**config.mk**
```make
export PLATFORM = sky130hd
export DESIGN_NAME = picorv32_mem_arbiter
export DESIGN_NICKNAME = d
export VERILOG_FILES = /design/src/rtl/picorv32_mem_arbiter_pkg.sv /design/src/rtl/picorv32_rr_arbiter.sv /design/src/rtl/picorv32_mem_arbiter.sv
export SDC_FILE = /design/constraint.sdc
export NUM_CORES = 1
export LEC_CHECK = 0
export ABC_AREA = 1
export BUFFER_PORTS_ARGS = -buffer_cell sky130_fd_sc_hd__buf_2
export CELL_PAD_IN_SITES_DETAIL_PLACEMENT = 2
export CELL_PAD_IN_SITES_GLOBAL_PLACEMENT = 2
export CORE_UTILIZATION = 20
export DETAILED_ROUTE_END_ITERATION = 12
export GPL_TIMING_DRIVEN = 1
export PLACE_DENSITY = 0.9
export SLEW_MARGIN = 20
export SYNTH_ARGS = -nofsm -noshare
export SYNTH_HDL_FRONTEND = slang
export SYNTH_SLANG_ARGS = --single-unit
```
**constraint.sdc**
```tcl
create_clock -name clk -period 2.3 [get_ports clk]
set_clock_uncertainty 0.2 [all_clocks]
set_input_delay 0 -clock clk [delete_from_list [all_inputs] [get_ports clk]]
set_output_delay 0 -clock clk [all_outputs]
set_load 0.1 [all_outputs]
```
**src/rtl/picorv32_mem_arbiter_pkg.sv**
```systemverilog
// rtl/picorv32_mem_arbiter_pkg.sv - shared state encoding and constants for the memory arbiter
package picorv32_mem_arbiter_pkg;

  typedef enum logic [1:0] {
    ST_IDLE = 2'd0,
    ST_MEM  = 2'd1,
    ST_CON  = 2'd2,
    ST_RESP = 2'd3
  } arb_state_e;

  localparam logic [31:0] CON_ADDR_DEFAULT = 32'h1000_0000;

endpackage

```
**src/rtl/picorv32_rr_arbiter.sv**
```systemverilog
// rtl/picorv32_rr_arbiter.sv - two-requester grant selector; PICORV32_ARB_ROUND_ROBIN_EN selects round-robin over fixed priority
module picorv32_rr_arbiter (
  input  logic clk,
  input  logic resetn,
  input  logic req0_i,
  input  logic req1_i,
  input  logic advance_i,
  output logic gnt_valid_o,
  output logic gnt_idx_o
);

  assign gnt_valid_o = req0_i | req1_i;

`ifdef PICORV32_ARB_ROUND_ROBIN_EN
  logic last_q, last_d;

  // On a tie the master not granted last wins; the reset value makes m0 win first.
  always_comb begin
    if (req0_i && req1_i) gnt_idx_o = ~last_q;
    else                  gnt_idx_o = req1_i;
  end

  always_comb begin
    last_d = last_q;
    if (advance_i && gnt_valid_o) last_d = gnt_idx_o;
  end

  always_ff @(posedge clk or negedge resetn) begin
    if (!resetn) last_q <= 1'b1;
    else         last_q <= last_d;
  end
`else
  logic unused_rr;

  assign gnt_idx_o = ~req0_i & req1_i;
  assign unused_rr = &{1'b0, clk, resetn, advance_i};
`endif

endmodule

```
**src/rtl/picorv32_mem_arbiter.sv**
```systemverilog
// rtl/picorv32_mem_arbiter.sv - two-master SRAM/console arbiter; PICORV32_ARB_ROUND_ROBIN_EN enables round-robin ties
module picorv32_mem_arbiter
  import picorv32_mem_arbiter_pkg::*;
#(
  parameter int          MEM_WORDS = 16384,
  parameter int          AW        = 14,
  parameter logic [31:0] CON_ADDR  = CON_ADDR_DEFAULT
) (
  input  logic          clk,
  input  logic          resetn,
  input  logic          m0_valid,
  input  logic          m0_instr,
  input  logic [31:0]   m0_addr,
  input  logic [31:0]   m0_wdata,
  input  logic [3:0]    m0_wstrb,
  output logic          m0_ready,
  output logic [31:0]   m0_rdata,
  input  logic          m1_valid,
  input  logic          m1_instr,
  input  logic [31:0]   m1_addr,
  input  logic [31:0]   m1_wdata,
  input  logic [3:0]    m1_wstrb,
  output logic          m1_ready,
  output logic [31:0]   m1_rdata,
  output logic          sram_en,
  output logic [3:0]    sram_we,
  output logic [AW-1:0] sram_addr,
  output logic [31:0]   sram_wdata,
  input  logic [31:0]   sram_rdata,
  output logic          con_valid,
  output logic [7:0]    con_data,
  input  logic          con_ready,
  output logic          bus_err,
  output logic          grant
);

  localparam logic [29:0] MEM_LIMIT = 30'(MEM_WORDS);

  arb_state_e    state_q, state_d;
  logic          grant_q, grant_d;
  logic [1:0]    ready_q, ready_d;
  logic          rd_q, rd_d;
  logic          sram_en_q, sram_en_d;
  logic [3:0]    sram_we_q, sram_we_d;
  logic [AW-1:0] sram_addr_q, sram_addr_d;
  logic [31:0]   sram_wdata_q, sram_wdata_d;
  logic          con_valid_q, con_valid_d;
  logic [7:0]    con_data_q, con_data_d;
  logic          bus_err_q, bus_err_d;

  logic          gnt_valid, gnt_idx;
  logic [31:0]   sel_addr, sel_wdata;
  logic [3:0]    sel_wstrb;
  logic          is_con, is_mem;
  logic [1:0]    win_onehot, cur_onehot;
  logic          unused_instr;

  assign unused_instr = &{1'b0, m0_instr, m1_instr};

  picorv32_rr_arbiter u_rr (
    .clk         (clk),
    .resetn      (resetn),
    .req0_i      (m0_valid),
    .req1_i      (m1_valid),
    .advance_i   (state_q == ST_IDLE),
    .gnt_valid_o (gnt_valid),
    .gnt_idx_o   (gnt_idx)
  );

  assign sel_addr   = gnt_idx ? m1_addr  : m0_addr;
  assign sel_wdata  = gnt_idx ? m1_wdata : m0_wdata;
  assign sel_wstrb  = gnt_idx ? m1_wstrb : m0_wstrb;
  assign is_con     = (sel_addr == CON_ADDR);
  assign is_mem     = (sel_addr[31:2] < MEM_LIMIT);
  assign win_onehot = gnt_idx ? 2'b10 : 2'b01;
  assign cur_onehot = grant_q ? 2'b10 : 2'b01;

  always_ff @(posedge clk or negedge resetn) begin
    if (!resetn) state_q <= ST_IDLE;
    else         state_q <= state_d;
  end

  always_comb begin
    state_d = state_q;
    case (state_q)
      ST_IDLE: begin
        if (gnt_valid) begin
          if (is_con)      state_d = (sel_wstrb != 4'd0) ? ST_CON : ST_RESP;
          else if (is_mem) state_d = ST_MEM;
          else             state_d = ST_RESP;
        end
      end
      ST_MEM:  state_d = ST_RESP;
      ST_CON:  if (con_ready) state_d = ST_RESP;
      ST_RESP: state_d = ST_IDLE;
      default: state_d = ST_IDLE;
    endcase
  end

  // Next values for every registered output; ready is raised on the edge that enters RESP.
  always_comb begin
    grant_d      = grant_q;
    ready_d      = 2'b00;
    rd_d         = rd_q;
    sram_en_d    = 1'b0;
    sram_we_d    = 4'd0;
    sram_addr_d  = sram_addr_q;
    sram_wdata_d = sram_wdata_q;
    con_valid_d  = con_valid_q;
    con_data_d   = con_data_q;
    bus_err_d    = bus_err_q;
    case (state_q)
      ST_IDLE: begin
        if (gnt_valid) begin
          grant_d = gnt_idx;
          rd_d    = 1'b0;
          if (is_con) begin
            if (sel_wstrb != 4'd0) begin
              con_valid_d = 1'b1;
              con_data_d  = sel_wdata[7:0];
            end else begin
              ready_d = win_onehot;
            end
          end else if (is_mem) begin
            sram_en_d    = 1'b1;
            sram_we_d    = sel_wstrb;
            sram_addr_d  = sel_addr[AW+1:2];
            sram_wdata_d = sel_wdata;
            rd_d         = (sel_wstrb == 4'd0);
          end else begin
            bus_err_d = 1'b1;
            ready_d   = win_onehot;
          end
        end
      end
      ST_MEM: ready_d = cur_onehot;
      ST_CON: begin
        if (con_ready) begin
          con_valid_d = 1'b0;
          ready_d     = cur_onehot;
        end
      end
      default: ;
    endcase
  end

  always_ff @(posedge clk or negedge resetn) begin
    if (!resetn) begin
      grant_q      <= 1'b0;
      ready_q      <= 2'b00;
      rd_q         <= 1'b0;
      sram_en_q    <= 1'b0;
      sram_we_q    <= 4'd0;
      sram_addr_q  <= '0;
      sram_wdata_q <= 32'd0;
      con_valid_q  <= 1'b0;
      con_data_q   <= 8'd0;
      bus_err_q    <= 1'b0;
    end else begin
      grant_q      <= grant_d;
      ready_q      <= ready_d;
      rd_q         <= rd_d;
      sram_en_q    <= sram_en_d;
      sram_we_q    <= sram_we_d;
      sram_addr_q  <= sram_addr_d;
      sram_wdata_q <= sram_wdata_d;
      con_valid_q  <= con_valid_d;
      con_data_q   <= con_data_d;
      bus_err_q    <= bus_err_d;
    end
  end

  // SRAM read data arrives in the RESP cycle, so it is steered combinationally.
  assign m0_ready   = ready_q[0];
  assign m1_ready   = ready_q[1];
  assign m0_rdata   = (ready_q[0] && rd_q) ? sram_rdata : 32'd0;
  assign m1_rdata   = (ready_q[1] && rd_q) ? sram_rdata : 32'd0;
  assign sram_en    = sram_en_q;
  assign sram_we    = sram_we_q;
  assign sram_addr  = sram_addr_q;
  assign sram_wdata = sram_wdata_q;
  assign con_valid  = con_valid_q;
  assign con_data   = con_data_q;
  assign bus_err    = bus_err_q;
  assign grant      = grant_q;

endmodule

```
* Yosys cells after proc, flatten, opt, wreduce, memory -nomap -nowiden
Cells that the tools add are included.
Storage, ports and cells: output and inout port bits 128, register bits after elaboration 67, word-level logic and storage cells 71
Cells by class: reduce and logical (&&, ||, !) cells 12, equal/unequal tests 8, bitwise logic cells 5, $lt $le $gt $ge 1, mux-type cells 34
Operators with widths (number):
- $mux 32 | 4
- $eq 32x29->1 const B | 1
- $lt 30x15->1 const B | 1
- $mux 2 | 11
- $mux 4 | 5
- $reduce_and 4->1 | 3
- $mux 1 | 11
- $ne 2x2->1 const B | 4
- $pmux 2 s4 | 1
- $pmux 2 s3 | 1
- $reduce_and 5->1 | 1
- $eq 2x2->1 const B | 2
- $logic_not 4->1 | 1
- $reduce_and 2->1 | 2
- $reduce_bool 4->1 | 1
- $not 1->1 | 3
- $eq 2x1->1 const B | 1
- $logic_and 1x1->1 | 2
- $logic_not 2->1 | 1
- $pmux 1 s2 | 1
- $reduce_bool 2->1 | 1
- $and 1x1->1 | 1
- $or 1x1->1 | 1

* Logic depth before layout (Yosys ltp)
Gate-level depths: netlist of the first run.
depth after elaboration 8, depth in mapped cells 14, depth with buffers taken out 12

* By module
A second synthesis of the first run with hierarchy kept.
Second synthesis, totals: cell total of the unflattened synthesis 612, area total of the unflattened synthesis 4440.5 sq um
Modules (own cells, without submodules):
- picorv32_mem_arbiter | area each 4425.5 sq um, cells each 608, times used 1, seq. area each 1676.6 sq um
- picorv32_rr_arbiter | area each 15.0 sq um, cells each 4, times used 1, seq. area each 0.0 sq um

* Least setup slack after synthesis of the first run
Ideal clock, no wire load.
path kind register to output, start point register ready_q[1], end point output port m1_rdata[10], path buffers 1, data arrival time 2657 ps, cell stages (with the launch flop) 4, setup slack -557 ps, data required time 2100 ps, cell sequence dfrtp_1 -> nand2_1 -> clkbuf_1 -> nor2_1
On the way: cells in the longest elaborated chain, start to end 2
Ends and longest elaborated chain:
- from (decl) | RTL line picorv32_mem_arbiter.sv:41 | logic [1:0] ready_q, ready_d;
- from (signal assigned) | RTL line picorv32_mem_arbiter.sv:161 | ready_q <= ready_d;
- $logic_and 1x1->1 | RTL line picorv32_mem_arbiter.sv:177 | assign m1_rdata = (ready_q[1] && rd_q) ? sram_rdata : 32'd0;
- $mux 32 | RTL line picorv32_mem_arbiter.sv:177
- to (decl) | RTL line picorv32_mem_arbiter.sv:24 | output logic [31:0] m1_rdata,
Every way passes these cells.

* Final worst setup path of the first run
start point register state_q[0], end point register sram_wdata_q[29] (netlist: sram_wdata[29])
On the way: cells in the longest elaborated chain, start to end 2
Ends and longest elaborated chain:
- from (decl) | RTL line picorv32_mem_arbiter.sv:39 | arb_state_e state_q, state_d;
- from (signal assigned) | RTL line picorv32_mem_arbiter.sv:80 | else state_q <= state_d;
- $logic_not 2->1 | RTL line picorv32_mem_arbiter.sv:112 | case (state_q)
- $reduce_and 4->1 (no source line)
- to (signal assigned) | RTL line picorv32_mem_arbiter.sv:166 | sram_wdata_q <= sram_wdata_d;
- to (decl) | RTL line picorv32_mem_arbiter.sv:46 | logic [31:0] sram_wdata_q, sram_wdata_d;
Every way passes these cells. A chain may end at the register's enable or synchronous reset.

==> flow_metrics.env, run 1 <==
export IMPL_dp_hpwl_mm=15.8
export IMPL_drive_above_1_share_pct=43.5
export IMPL_maxSlewHeadroom_pct=57.3
export IMPL_grt_usage_pct=22.8
export IMPL_clockRootBuffer="clkbuf_16"
export IMPL_violations="hold timing"
export IMPL_vias=5580
export IMPL_grt_max_degree=68
export IMPL_dieArea_sq_um=20900
export IMPL_worstPathRequired_ns=2.32
export IMPL_slowest_stage="dfrtp_1"
export IMPL_reg2regPathDepth=9
export IMPL_status="finished, violations left"
export IMPL_synthArstFlopShare_pct=100
export IMPL_grt_pass1_vias=6268
export IMPL_rows=51
export IMPL_path_common_cell="inv_1"
export IMPL_synth_ff_type="dfrtp_1"
export IMPL_cts_buffers=9
export IMPL_drt_pass1_iterations=4
export IMPL_antenna_found_initial=1
export IMPL_finalNonFillerCells=1241
export IMPL_synthDistinctLibCells=31
export IMPL_globalRouteOverflowTotal=0
export IMPL_insertion_delay_ns=0.34
export IMPL_grt_pass1_wl_mm=35.4
export IMPL_io_pins=303
export IMPL_synth_edff_count=0
export IMPL_initial_core_util_pct=20.6
export IMPL_fin_util_pct=38.2
export IMPL_setup_viol=0
export IMPL_vias_per_cell=4.50
export IMPL_drc=0
export IMPL_die_w_um=145
export IMPL_worst_pin_slew_ns=0.641
export IMPL_crit_type="reg2reg"
export IMPL_holdPathEnd="sram_addr[0]"
export IMPL_post_route_period_util_pct=95.6
export IMPL_slowest_delay_ns=0.40
export IMPL_finalHoldViolCount=1
export IMPL_hold_class="in2reg"
export IMPL_holdPathStages=5
export IMPL_ys_seq_elements=67
export IMPL_maxSlewViolCount=0
export IMPL_crit_chain="inv_1 > ha_2 > inv_1 > nor2_1 > nand3_2 > inv_2 > buf_12 > nand3_1 > o21a_1"
export IMPL_core_sq_um=19700
export IMPL_syn_to_final_growth_pct=85.2
export IMPL_r2r_start="state_q[0]"
export IMPL_leakage_nw=4.20
export IMPL_cts_tree="yes"
export IMPL_die_h_um=145
export IMPL_wl_mm=24.6
export IMPL_startpoint_type="flip-flop"
export IMPL_syn_area_sq_um=4070
export IMPL_antenna_left=0
export IMPL_cts_num_sinks=67
export IMPL_globalplace_congestion=0.784
export IMPL_period_needed_ns=2.20
export IMPL_netlist_instances=569
export IMPL_cp_arrival_ns=2.22
export IMPL_ys_warn_count=0
export IMPL_syn_mean_instance_area_sq_um=7.16
export IMPL_r2r_setup_slack_ns=0.10
export IMPL_hold_start="m0_addr[2]"
export IMPL_synth_seq_area_share_pct=41.2
export IMPL_timing_hold_ws_ns=-0.0213
export IMPL_vdd_drop_max_mv=0.274
export IMPL_drtIter0Drc=211
export IMPL_crit_fanout=26
export IMPL_htree_levels=3
export IMPL_fmax_mhz=455
export IMPL_syn_nets=749
export IMPL_crit_path_end_kind="flip-flop"
export IMPL_io_buffers=300
export IMPL_r2r_end="sram_wdata[29]"
export IMPL_cts_buffer_depth=2
export IMPL_place_inst=1119
export IMPL_detail_route_wl_per_cell_um=19.8
export IMPL_clkTransAtPathRegs_ns=0.06
export IMPL_cap_violations=0
export IMPL_power_density_nw_per_um2=545
export IMPL_layout_nets=1150
critical path: cells and delay by family (launching register included):
family,cells,cell delay (ns)
buffers and inverters,4,0.60
and+or+nand+nor,3,0.46
DFF,1,0.40
adders and majority gates,1,0.24
AOI/OAI and AO/OA,1,0.16
synth_stat cells (5+ instances only):
master	n	area share, %
dfrtp_1	67	41
o21a_1	24	4.4
mux2i_1	8	2.0
nand2_1	162	15
buf_6	8	2.2
ha_1	5	1.5
o21ai_2	17	3.7
nor2_1	107	9.9
inv_1	60	5.5
buf_2	5	0.61
nand3_1	44	5.4
clkbuf_1	11	1.0
o21ai_0	13	1.6
o21ai_1	10	1.2
power breakdown:
part           switching [W]  internal, W
combinational       0.000752     0.000442
sequential         0.0000370      0.00124
clock               0.000575      0.00106
total                0.00136      0.00274
repair_timing:
item	in CTS	in global routing
resized for setup	0	5
buffers inserted	0	0
hold endpoints to repair	130	0
endpoints found under the setup margin	0	28
hold buffers	104	0
how the worst max path moves through the flow:
stage               slack (ns)  startpoint  cells past startpoint             end
global placement          0.12    m0_valid                     14     con_data[1]
global route             -0.04  m0_addr[7]                     13      ready_q[0]
floorplan                -0.04  ready_q[1]                      2     m1_rdata[0]
CTS                       0.07  state_q[0]                      9  sram_wdata[11]
finish                    0.10  state_q[0]                      9  sram_wdata[29]
detailed placement        0.02    m0_valid                     12     con_data[2]
metal layers:
layer | share of wire [%] | routed length, um | vias to the layer above | track usage, %
met3 | 6.2 | 1520 | 38 | 5.36
met2 | 55 | 13500 | 215 | 44.9
li1 | - | - | 2582 | -
met5 | 0 | 0 | - | 0
met4 | 2.4 | 590 | 0 | 8.03
met1 | 37 | 9020 | 2745 | 23.1
cells in the final DEF, fill, tap and decap left out, types with 8 or more instances in the layout:
cell type	count
nand3_1	43
nor2_4	18
dfrtp_1	65
buf_2	300
clkbuf_16	10
nand2_1	159
buf_4	9
o21ai_1	10
o21ai_2	17
inv_1	60
mux2i_1	8
nor2_1	45
o21a_1	24
dlygate4sd3_1	104
o21ai_0	13
nor2_2	45
flip-flops by register name, summed over array words and instances (netlist names):
name / cells
sram_wdata: 32
sram_addr: 14
con_data: 8
sram_we: 4
ready_q: 2
state_q: 2
bus_err: 1
con_valid: 1
grant: 1
rd_q: 1
sram_en: 1
cell families (layout without fill, tap and decap cells):
kind of cell | count (synthesis) | in the layout | synth area share, %
AND/OR/NAND/NOR | 323 | 323 | 32.1
AO/OA/AOI/OAI | 76 | 76 | 12.9
flip-flops | 67 | 67 | 41.2
other | 0 | 1 | 0
adder cells (fa/ha/maj) | 5 | 5 | 1.54
multiplexers | 8 | 8 | 1.97
buffers and inverters | 90 | 496 | 10.3
per-stage QoR:
step	TNS (ns)	total power (W)	hold slack, ns	cell area (sq um)	setup WS [ns]
after floorplan	-0.332	0.00193	-0.496	4310	-0.0447
after global placement	0	0.00226	-0.144	6110	0.120
after detailed placement	0	0.00231	-0.139	6110	0.0178
after CTS	0	0.00412	0.00679	7500	0.0701
after global routing	-0.106	0.00430	0.0315	7540	-0.0430
final	0	0.00411	-0.0213	7540	0.101
layout make-up:
cell class	instances	area (sq um)
clock inverters	6	113
multi-input cells	412	2240
clock buffers	10	229
flip-flops and latches	67	1680
repair buffers	418	2720
well taps	265	332
fillers	2283	12200
inverters	62	233
diodes	1	2.50
No activity file was read; power rests on OpenSTA's default activity.
==> run 2: changes to the inputs <==
CELL_PAD_IN_SITES_DETAIL_PLACEMENT = unset   (was 2)
CELL_PAD_IN_SITES_GLOBAL_PLACEMENT = unset   (was 2)
CORE_AREA = 2 2 119 121   (was unset)
CORE_UTILIZATION = unset   (was 20)
DIE_AREA = 0 0 121 123   (was unset)
PLACE_DENSITY = 0.74   (was 0.9)
SYNTH_HIERARCHICAL = 1   (was unset)
==> run 2 against run 1 <==
Against the previous run:
- the run now ends clean
- die area decreased by 29%
- fmax rose by 7.7%
- synthesized cell count rose by 7.6%
- sequential power about the same
- hold slack better by 0.077 ns
- sequential share of layout area down 1.6 points
- global-route usage shrank 1.6 points
- flip-flop and latch count did not move
- critical path type unchanged
- largest cell class unchanged
- largest power group unchanged
==> flow_metrics.env, run 2 <==
export IMPL_dp_hpwl_mm=11.2
export IMPL_vias_per_cell=4.54
export IMPL_fin_util_pct=59.8
export IMPL_grt_usage_pct=21.3
export IMPL_hold_start="m0_valid"
export IMPL_vias=5563
export IMPL_synth_ff_type="dfrtp_1"
export IMPL_dpl_worst_slack_ns=0.210
export IMPL_clockRootBuffer="clkbuf_16"
export IMPL_fmax_mhz=490
export IMPL_io_pins=303
export IMPL_r2r_setup_slack_ns=0.26
export IMPL_synth_area_leaders="dfrtp_1 38%, nand2_1 14%, inv_1 7.8%"
export IMPL_wl_met1_mm=6.46
export IMPL_io_buffers=300
export IMPL_setup_viol=0
export IMPL_fill_cells=1138
export IMPL_synthArstFlopShare_pct=100
export IMPL_crit_end="grant"
export IMPL_largest_register_ffs=32
export IMPL_leakage_nw=4.79
export IMPL_crit_path_end_kind="flip-flop"
export IMPL_cts_buffer_depth=2
export IMPL_hold_class="in2reg"
export IMPL_synth_edff_count=0
export IMPL_clkTransAtPathRegs_ns=0.06
export IMPL_layout_nets=1218
export IMPL_grt_pass1_vias=5381
export IMPL_drive_above_1_share_pct=50.9
export IMPL_slowest_stage="dlygate4sd3_1"
export IMPL_initial_core_util_pct=32.6
export IMPL_ys_warn_count=6
export IMPL_top_layer="met4"
export IMPL_worst_pin_slew_ns=0.742
export IMPL_globalplace_congestion=0.786
export IMPL_wl_mm=17.6
export IMPL_synth_seq_area_share_pct=37.8
export IMPL_globalRouteOverflowTotal=0
export IMPL_syn_area_sq_um=4440
export IMPL_antenna_found_initial=2
export IMPL_die_w_um=121
export IMPL_drt_pass1_iterations=5
export IMPL_grt_max_degree=37
export IMPL_setup_ws_ns=0.258
export IMPL_ys_seq_elements=67
export IMPL_final_common_cell="buf_2"
export IMPL_maxSlewHeadroom_pct=50.6
export IMPL_drtIter0Drc=198
export IMPL_crit_chain="inv_1 > ha_1 > nand2_1 > nor2_1 > dlygate4sd3_1 > a21oi_1"
export IMPL_r2r_start="state_q[1]"
export IMPL_syn_nets=791
export IMPL_yosys_top_cells_count="167 x nand2_1, 92 x inv_1, 91 x nor2_1, 67 x dfrtp_1, 36 x o21ai_2"
export IMPL_multi_input_area_sq_um=2320
export IMPL_seq_area_sq_um=1680
export IMPL_maxSlewViolCount=0
export IMPL_die_h_um=123
export IMPL_final_cell_mix="299 x buf_2, 164 x nand2_1, 106 x dlygate4sd3_1"
export IMPL_drc=0
export IMPL_syn_mean_instance_area_sq_um=7.26
export IMPL_dieArea_sq_um=14900
export IMPL_synthDistinctLibCells=33
export IMPL_synth_top_cell_area_share_pct=37.8
export IMPL_worstPathRequired_ns=2.30
export IMPL_netlist_instances=612
export IMPL_startpoint_type="flip-flop"
export IMPL_wl_met2_mm=9.25
export IMPL_yosysTopAreaCell="dfrtp_1"
export IMPL_rsz0062_at_grt="false"
export IMPL_synth_most_common_cell="nand2_1"
export IMPL_power_density_nw_per_um2=461
export IMPL_cts_num_sinks=67
export IMPL_period_needed_ns=2.04
export IMPL_cts_tree="yes"
export IMPL_finalHoldViolCount=0
export IMPL_htree_levels=3
export IMPL_grt_pass1_wl_mm=24.9
export IMPL_syn_to_final_growth_pct=83.2
export IMPL_finalNonFillerCells=1225
export IMPL_crit_start="state_q[1]"
export IMPL_slowest_delay_ns=0.56
export IMPL_post_route_period_util_pct=88.8
export IMPL_cp_arrival_ns=2.05
export IMPL_wl_met3_mm=1.27
export IMPL_place_inst=1079
export IMPL_core_sq_um=13600
export IMPL_rows=43
export IMPL_antenna_left=0
export IMPL_cts_buffers=9
export IMPL_status="complete, no violations"
export IMPL_cap_violations=0
export IMPL_insertion_delay_ns=0.32
export IMPL_reg2regPathDepth=6
export IMPL_crit_type="reg2reg"
export IMPL_vdd_drop_max_mv=0.272
export IMPL_detail_route_wl_per_cell_um=14.4
export IMPL_crit_fanout=6
export IMPL_r2r_end="grant"
run 2: worst max-delay path, delay by kind of cell, from the launching register on:
family | cells | cell delay, ns
AOI/OAI and AO/OA | 1 | 0.04
adders and majority gates | 1 | 0.24
buffers and inverters | 2 | 0.67
DFF | 1 | 0.40
and+or+nand+nor | 2 | 0.38
run 2: area by class of cell:
cell class	instances	area share, %
clock buffers	9	2.77
well taps	180	2.77
inverters	125	5.92
flip-flops and latches	67	20.6
repair inverters	1	0.108
multi-input cells	391	28.6
diodes	1	0.0308
clock inverters	7	1.25
repair buffers	444	37.9
run 2: cells by family (layout without fill, tap and decap cells):
kind of cell    Yosys count  count (layout)  synth area share, %
simple gates            309             309                 31.6
compound gates           70              70                 11.2
buf+inv                 154             586                 16.5
fa+ha+maj                 4               4                 1.13
other cells               0               1                    0
flops                    67              67                 37.8
mux                       8               8                 1.80
run 2: worst min path at each step:
stage / end / cells past startpoint
after floorplan: bus_err / 0
after global placement: con_data[2] / 1
after detailed placement: con_data[2] / 1
after CTS: ready_q[0] / 5
after global routing: con_valid / 7
final: con_valid / 7
run 2: per-layer routing:
metal	vias up	track usage, %
met5	-	0
met4	0	10.1
met3	51	4.38
met2	267	40.7
met1	2555	22.0
li1	2690	-
run 2: where the power goes:
group | switching (W) | internal (W)
registers | 0.0000300 | 0.00122
logic | 0.000569 | 0.000426
clock network | 0.000542 | 0.000958
run 2: what timing repair did:
item | in CTS | in global routing
setup buffers | 0 | 16
endpoints found under the hold margin | 96 | 2
resized for setup | 0 | 20
endpoints found under the setup margin | 0 | 57
hold buffers | 107 | 1
run 2: stage by stage:
stage / TNS (ns) / area [sq um] / power [W] / hold WS, ns
floorplan: -0.332 / 4680 / 0.00178 / -0.496
global placement: 0 / 6390 / 0.00205 / -0.104
detailed placement: 0 / 6390 / 0.00206 / -0.0915
CTS: 0 / 7780 / 0.00373 / 0.0370
global route: 0 / 8130 / 0.00391 / 0.100
finish: 0 / 8130 / 0.00375 / 0.0559
==> run 3: changes to the inputs <==
BUFFER_PORTS_ARGS = -buffer_cell sky130_fd_sc_hd__buf_4   (was -buffer_cell sky130_fd_sc_hd__buf_2)
MAX_ROUTING_LAYER = met4   (was unset)
RECOVER_POWER = 100   (was unset)
==> run 3 against run 2 <==
Against the previous run:
- cell area fell by 1.7%
- die area did not move
- highest routed layer unchanged
- hold slack got worse by 0.024 ns
- non-clock buffer count fell by 27
==> flow_metrics.env, run 3 (synthesis results as in run 2) <==
export IMPL_status="complete, no violations"
export IMPL_rows=43
export IMPL_grt_usage_pct=22.5
export IMPL_startpoint_type="flip-flop"
export IMPL_clockRootBuffer="clkbuf_16"
export IMPL_final_cell_mix="183 x buf_4, 165 x nand2_1, 103 x dlygate4sd3_1"
export IMPL_power_density_nw_per_um2=472
export IMPL_cts_setup_buffers=0
export IMPL_r2r_setup_slack_ns=0.20
export IMPL_vdd_drop_max_mv=0.326
export IMPL_worstPathRequired_ns=2.10
export IMPL_r2r_end="sram_wdata[17]"
export IMPL_dieArea_sq_um=14900
export IMPL_crit_type="reg2out"
export IMPL_crit_path_end_kind="primary output"
export IMPL_cts_buffers=9
export IMPL_fill_cells=1268
export IMPL_largest_register_ffs=32
export IMPL_period_needed_ns=2.14
export IMPL_dp_hpwl_mm=11.4
export IMPL_wl_mm=16.7
export IMPL_fmax_mhz=468
export IMPL_r2r_start="state_q[0]"
export IMPL_rsz0062_at_grt="false"
export IMPL_htree_levels=3
export IMPL_fin_util_pct=58.7
export IMPL_die_h_um=123
export IMPL_grt_pass1_wl_mm=25.6
export IMPL_grt_max_degree=68
export IMPL_final_common_cell="buf_4"
export IMPL_setup_tns_ns=0
export IMPL_power_w=0.00378
export IMPL_setup_ws_ns=0.162
export IMPL_hold_class="in2reg"
export IMPL_cts_tree="yes"
export IMPL_drt_pass1_iterations=4
export IMPL_slowest_delay_ns=0.76
export IMPL_grt_pass1_vias=5349
export IMPL_slowest_stage="buf_2"
export IMPL_leakage_nw=4.39
export IMPL_drc=0
export IMPL_initial_core_util_pct=32.6
export IMPL_crit_fanout=32
export IMPL_crit_start="rd_q"
export IMPL_clkTransAtPathRegs_ns=0.06
export IMPL_io_pins=303
export IMPL_drive_above_1_share_pct=39.5
export IMPL_globalRouteOverflowTotal=0
export IMPL_cts_buffer_depth=2
export IMPL_cp_arrival_ns=1.94
export IMPL_worst_pin_slew_ns=1.25
export IMPL_vias_per_cell=4.43
export IMPL_vias=5300
export IMPL_dpl_worst_slack_ns=0.231
export IMPL_post_route_period_util_pct=92.9
export IMPL_maxSlewHeadroom_pct=17.2
export IMPL_drtIter0Drc=198
export IMPL_syn_to_final_growth_pct=80.1
export IMPL_setup_viol=0
export IMPL_antenna_found_initial=1
export IMPL_maxSlewViolCount=0
export IMPL_cts_num_sinks=67
export IMPL_detail_route_wl_per_cell_um=13.9
export IMPL_finalHoldViolCount=0
export IMPL_io_buffers=300
export IMPL_reg2regPathDepth=9
export IMPL_antenna_left=0
export IMPL_die_w_um=121
export IMPL_globalplace_congestion=0.795
export IMPL_insertion_delay_ns=0.32
export IMPL_crit_end="m0_rdata[31]"
export IMPL_crit_chain="nand2_2 > buf_2 > nor2_1 > buf_4"
export IMPL_cts_hold_fix_buffers=103
export IMPL_cap_violations=0
export IMPL_core_sq_um=13600
export IMPL_cts_resized_gates=0
export IMPL_layout_nets=1190
-- run 3: changes by cell type in the layout (fill, tap and decap cells not counted), sizes merged --
cell,previous run,this run
buf,333,191
clkbuf,13,132
dlygate4sd3,106,103
clkinvlp,1,0
dlymetal6s4s,1,0
-- run 3: worst min path at each step --
| stage | from | end | slack (ns) | cells after the start |
|---|---|---|---|---|
| after floorplan | resetn | bus_err | -0.50 | 0 |
| after detailed placement | resetn | sram_wdata[10] | -0.03 | 1 |
| after global placement | resetn | sram_wdata[10] | -0.03 | 1 |
| final | m0_valid | con_valid | 0.03 | 7 |
| after CTS | m0_valid | con_valid | 0.02 | 7 |
| after global routing | m0_valid | con_valid | 0.06 | 7 |
-- run 3: report_power, final --
part	internal (W)	switching, W
clock	0.000956	0.000547
sequential	0.00122	0.0000282
combinational	0.000472	0.000553
total	0.00265	0.00113
-- run 3: cell type report --
class	count	area, sq um	share of cell area [%]
Sequential cell	67	1680	21.0
Timing Repair Buffer	417	3150	39.4
Clock buffer	9	225	2.82
Inverter	125	472	5.90
Clock inverter	7	100	1.25
Antenna cell	1	2.50	0.0313
Multi-Input combinational cell	391	2140	26.8
Tap cell	180	225	2.82
-- run 3: worst max-delay path: cells and delay by family, from the launching register on --
family	cells	cell delay, ns
buffers and inverters	2	1.03
flip-flops	1	0.41
AND/OR/NAND/NOR	2	0.14
-- run 3: routing by layer --
metal  vias to the layer above  part of all wire (%)  global-route usage [%]
li1                       2625                     -                       -
met4                         0                   3.1                    8.50
met3                        40                   7.3                    4.61
met5                         -                     0                       -
met2                       221                    53                    41.6
met1                      2414                    37                    23.5
-- run 3: through the flow --
step	hold WS, ns	instances	cell area, sq um
detailed placement	-0.0261	1077	7100
finish	0.0323	1197	8000
global route	0.0626	1197	8000
CTS	0.0247	1196	8450
floorplan	-0.496	612	4680
global placement	-0.0290	1077	7100
